[config.mk]
export PLATFORM = sky130hd
export DESIGN_NAME = stack_machine_ext
export DESIGN_NICKNAME = d
export VERILOG_FILES = /design/src/rtl/stack_machine_ext.sv
export SDC_FILE = /design/constraint.sdc
export NUM_CORES = 1
export LEC_CHECK = 0
export ABC_AREA = 1
export CORE_MARGIN = 2
export CORE_UTILIZATION = 30
export CTS_CLUSTER_DIAMETER = 50
export DETAILED_ROUTE_END_ITERATION = 8
export GPL_TIMING_DRIVEN = 0
export PLACE_DENSITY_LB_ADDON = 0.1
export SKIP_LAST_GASP = 1
export SYNTH_ARGS = -nofsm -noshare
export SYNTH_HDL_FRONTEND = slang
export SYNTH_SLANG_ARGS = --single-unit
[constraint.sdc]
create_clock -name clk -period 5.8 [get_ports clk]
set_input_delay 1.74 -clock clk [delete_from_list [all_inputs] [get_ports clk]]
set_output_delay 1.74 -clock clk [all_outputs]
set_load 0.02 [all_outputs]
[src/rtl/stack_machine_ext.sv]
// stack_machine_ext: RPN stack calculator with an N-bit datapath and S-entry stack.
// Executes one opcode per clock. The top of stack is held in a register and driven on o.
// Illegal ops leave the machine unchanged and set sticky ovf/unf flags.
module stack_machine_ext #(
  parameter int N = 8,
  parameter int S = 8
) (
  input  logic                     clk,
  input  logic                     rst,
  input  logic                     clr,
  input  logic [N-1:0]             x,
  input  logic [2:0]               opcode,
  output logic [N-1:0]             o,
  output logic [$clog2(S+1)-1:0]   depth,
  output logic                     empty,
  output logic                     full,
  output logic                     ovf,
  output logic                     unf
);

  localparam int DW = $clog2(S+1);
  localparam int AW = $clog2(S);

  typedef enum logic [2:0] {
    OP_NOP  = 3'd0,
    OP_ADD  = 3'd1,
    OP_SUB  = 3'd2,
    OP_MUL  = 3'd3,
    OP_PUSH = 3'd4,
    OP_POP  = 3'd5,
    OP_DUP  = 3'd6,
    OP_SWAP = 3'd7
  } op_t;

  op_t            op;
  logic [N-1:0]   stk [S];

  logic [AW-1:0]  idx_t, idx_u, idx_p;
  logic [N-1:0]   t, u, arith;
  logic           has1, has2;

  logic           wa_en, wb_en;
  logic [AW-1:0]  wa_idx, wb_idx;
  logic [N-1:0]   wa_data, wb_data;
  logic [DW-1:0]  depth_nxt;
  logic [N-1:0]   o_nxt;
  logic           set_ovf, set_unf;

  assign op    = op_t'(opcode);
  assign empty = (depth == '0);
  assign full  = (depth == DW'(S));
  assign has1  = !empty;
  assign has2  = (depth >= DW'(2));

  // Slot addresses for T, U and the next free entry; only used when the op is legal.
  assign idx_t = AW'(depth - DW'(1));
  assign idx_u = AW'(depth - DW'(2));
  assign idx_p = AW'(depth);
  assign t     = stk[idx_t];
  assign u     = stk[idx_u];

  // Binary arithmetic result U op T, modulo 2^N.
  always_comb begin
    arith = '0;
    case (op)
      OP_ADD:  arith = u + t;
      OP_SUB:  arith = u - t;
      OP_MUL:  arith = u * t;
      default: arith = '0;
    endcase
  end

  // Decode: legality guards, storage writes, next depth and next top-of-stack.
  always_comb begin
    wa_en     = 1'b0;
    wa_idx    = '0;
    wa_data   = '0;
    wb_en     = 1'b0;
    wb_idx    = '0;
    wb_data   = '0;
    depth_nxt = depth;
    o_nxt     = o;
    set_ovf   = 1'b0;
    set_unf   = 1'b0;
    case (op)
      OP_ADD, OP_SUB, OP_MUL: begin
        if (has2) begin
          wa_en     = 1'b1;
          wa_idx    = idx_u;
          wa_data   = arith;
          depth_nxt = depth - DW'(1);
          o_nxt     = arith;
        end else begin
          set_unf = 1'b1;
        end
      end
      OP_PUSH: begin
        if (!full) begin
          wa_en     = 1'b1;
          wa_idx    = idx_p;
          wa_data   = x;
          depth_nxt = depth + DW'(1);
          o_nxt     = x;
        end else begin
          set_ovf = 1'b1;
        end
      end
      OP_POP: begin
        if (has1) begin
          depth_nxt = depth - DW'(1);
          // U becomes the new top; an emptied stack shows 0.
          o_nxt     = has2 ? u : '0;
        end else begin
          set_unf = 1'b1;
        end
      end
      OP_DUP: begin
        if (!has1) begin
          set_unf = 1'b1;
        end else if (full) begin
          set_ovf = 1'b1;
        end else begin
          wa_en     = 1'b1;
          wa_idx    = idx_p;
          wa_data   = t;
          depth_nxt = depth + DW'(1);
          o_nxt     = t;
        end
      end
      OP_SWAP: begin
        if (has2) begin
          wa_en   = 1'b1;
          wa_idx  = idx_t;
          wa_data = u;
          wb_en   = 1'b1;
          wb_idx  = idx_u;
          wb_data = t;
          o_nxt   = u;
        end else begin
          set_unf = 1'b1;
        end
      end
      default: ;
    endcase
  end

  // State update: async reset, then synchronous clear, then the decoded op.
  always_ff @(posedge clk or negedge rst) begin
    if (!rst) begin
      for (int unsigned i = 0; i < S; i++) stk[i] <= '0;
      depth <= '0;
      o     <= '0;
      ovf   <= 1'b0;
      unf   <= 1'b0;
    end else if (clr) begin
      for (int unsigned i = 0; i < S; i++) stk[i] <= '0;
      depth <= '0;
      o     <= '0;
      ovf   <= 1'b0;
      unf   <= 1'b0;
    end else begin
      if (wa_en) stk[wa_idx] <= wa_data;
      if (wb_en) stk[wb_idx] <= wb_data;
      depth <= depth_nxt;
      o     <= o_nxt;
      if (set_ovf) ovf <= 1'b1;
      if (set_unf) unf <= 1'b1;
    end
  end

endmodule

==> results.toml, run 1 <==
[floorplan]
ioPinCount = 30
row_count = 57
dieWidth_um = 161.9
initial_core_util_pct = 30.66
dieArea_um2 = 26200
die_h_um = 161.9
coreArea_um2 = 24390

[logic_synthesis]
syn_nets = 1204
syn_inst = 1146
synth_flop_cell = "dfrtp_1"
synth-seq-cells = 78
ys_seq_area_share_pct = 26.10
async_flop_share_pct = 100.0
ys_types = 44
syn_avg_cell_area_um2 = 6.525
synth_warnings = 0
synth-edff-count = 0
syn-cell-area_um2 = 7477

[global_routing]
grt_pass1_vias = 7829
antenna_found_initial = 0
grt_max_degree = 54
grt_overflow = 0
grt_pass1_wl_um = 49890
track_usage_pct = 25.65

[cts]
cts_buffers = 9
htree_num_levels = 3
cts_tree = "built"
clock_path_buffers = 2
clk_latency_ns = 0.36
ctsHoldBuffers = 0
cts.clk_slew.worst_paths_ns = 0.07
cts-root-buf = "clkbuf_16"
clock_sinks = 78

[critical_path]
crit_fanout = 12
startpoint_type = "flop"
slowest_delay_ns = 0.49
crit_buf_inv = 8
cp_top_family = "adder cells"
worstSetupPathType = "reg2reg"
crit_top_cell = "nand2_1"
slowest_stage = "fa_1"
end_kind = "flop"
cp_data_arrival_time_ns = 5.87
worstPathRequired_ns = 6.08

[route]
drtAntennaViolNets = 0
drc_errors = 0
viasPerCell = 5.385
wl_um = 33060
firstDrtPassIters = 5
drt-initial-drc-count = 745
post_drt_wl_per_cell_um = 21.68
num_vias = 8212

[placement]
placed_cell_area_um2 = 8200
dp_hpwl_um = 24340
place_inst = 1499
gp_congestion = 1.025
portBuffers = 28

[finish]
final_util_pct = 36.25
final_area_um2 = 8841
fillers = 2710
finalNonFillerCells = 1525
syn_to_final_growth_pct = 18.24
diodes = 0
drive_gt1_share_pct = 12.24
fin_nets = 1254

[status]
status = "completed"

[timing]
hold_viol = 0
worstMarginPinSlew_ns = 1.030
slew_headroom_pct = 31.36
finalCritPeriodShare_pct = 96.46
finalClockSkew_ns = 0.01452
setup_viol = 0
final-max-slew-violation-count = 0
period_minus_slack_ns = 5.595
fmax_mhz = 178.7

[min_path]
hold_class = "reg2reg"

[job]
cap_violations = 0
worst paths after layout:
| path | from | endpoint | slack, ns | cells past startpoint |
|---|---|---|---|---|
| hold reg to reg | unf | unf | 0.52 | 2 |
| hold / removal | unf | unf | 0.52 | 2 |
| min in group asynchronous | rst | stk[21] | 1.28 | 1 |
| setup / recovery | depth[1] | stk[7] | 0.21 | 33 |
| max in group asynchronous | rst | stk[54] | 3.89 | 2 |
| setup reg to reg | depth[1] | stk[7] | 0.21 | 33 |
per-layer routing:
layer,vias to the layer above,share of wire (%),track usage [%]
met4,0,3.4,8.890
met5,-,0,0
met2,317,43,37.81
met3,67,6.9,6.154
met1,3968,47,36.56
li1,3860,-,-
layout make-up:
type	count	area [um^2]	share of cell area [%]
inverters	187	720.7	8.152
repair buffers	40	400.4	4.529
plain buffers	49	334.1	3.779
flip-flops and latches	78	1956	22.12
multi-input cells	831	4715	53.33
well taps	324	405.4	4.585
clock inverters	7	85.08	0.9624
clock buffers	9	225.2	2.547
Yosys cell counts (4+ instances only):
library cell / n / area share, %
dfrtp_1: 78 / 26
ha_1: 31 / 5.2
nand2_2: 11 / 0.92
nand3b_1: 4 / 0.40
buf_6: 7 / 1.1
o211ai_1: 22 / 2.2
inv_2: 15 / 0.75
a21oi_1: 101 / 6.8
xor2_1: 11 / 1.3
o21ai_1: 6 / 0.40
a221oi_1: 28 / 3.3
fa_1: 13 / 3.5
nand3_1: 67 / 4.5
clkbuf_1: 16 / 0.80
o22ai_1: 4 / 0.33
buf_2: 21 / 1.4
inv_1: 170 / 8.5
o221ai_1: 9 / 1.1
a211oi_1: 19 / 1.9
nand2_1: 291 / 15
buf_4: 4 / 0.40
o21ai_0: 82 / 5.5
nor2_1: 93 / 4.7
nor2_2: 8 / 0.67
layout by cell type, fill, tap and decap left out, types with 7 or more instances in the layout:
master           synthesis  layout
nor2_2                   8       8
buf_4                    4      16
nand2_2                 11      18
o221ai_1                 9       7
a21oi_1                101      97
inv_1                  170     167
clkbuf_1                16      13
o21ai_0                 82      81
inv_2                   15      13
xor2_1                  11      11
nand2_1                291     277
a211oi_1                19      19
buf_2                   21      17
ha_1                    31      29
o211ai_1                22      22
buf_6                    7       8
dfrtp_1                 78      75
clkbuf_16                0       9
fa_1                    13      12
nor2_1                  93      93
nand3_1                 67      66
a221oi_1                28      28
clkdlybuf4s50_1          0      27
timing repair:
item                                    in CTS  in global routing
gates resized for setup                     44                 25
cloned                                       0                  0
endpoints found under the setup margin      59                 38
pin swaps                                    6                  5
hold endpoints to repair                     0                  0
setup buffers                                7                  4
registers in the layout (all words and copies together) (netlist names):
register	flops
o	8
unf	1
depth	4
ovf	1
stk	64
per-stage QoR:
| stage | hold slack (ns) | setup slack [ns] | setup TNS (ns) |
|---|---|---|---|
| after detailed placement | 0.5025 | -1.298 | -44.72 |
| final | 0.5193 | 0.2052 | 0 |
| after floorplan | 0.5264 | 0.3464 | 0 |
| after global routing | 0.5411 | -0.01124 | -0.01738 |
| after global placement | 0.4994 | -1.299 | -58.99 |
| after CTS | 0.5255 | 0.004580 | 0 |
worst register-to-register path, delay by kind of cell, from the launching register on:
family / cells / cell delay [ns]
adders and majority gates: 6 / 2.20
DFF: 1 / 0.45
and+or+nand+nor: 17 / 1.74
buffers and inverters: 8 / 0.85
AOI/OAI and AO/OA: 2 / 0.30
cells by family (layout without fill, tap and decap cells):
logic type      after synthesis  count (layout)  share of synthesized area [%]
fa+ha+maj                    44              44                          8.668
compound gates              288             288                          23.41
buf+inv                     237             292                          13.15
simple gates                485             485                          26.92
flops                        78              78                          26.10
xor+xnor                     14              14                          1.740
Power of run 1 is not shown: default switching activity piles up to over one toggle a cycle in this logic, so the estimate is an artifact.
==> run 2: changes to the inputs <==
==> constraint.sdc (replaced) <==
create_clock -name clk -period 5.8 [get_ports clk]
set_input_delay 0.58 -clock clk [delete_from_list [all_inputs] [get_ports clk]]
set_output_delay 0.58 -clock clk [all_outputs]
set_load 0.02 [all_outputs]
==> results of run 2 <==
Same layout as run 1 (identical final DEF). Status: completed.
Main changes from that run: clock-pin slew on the worst setup and hold paths 0.07 ns -> 0.08 ns; hold slack 0.5193 ns -> 0.1232 ns
Power of run 2 is left out for the same reason.
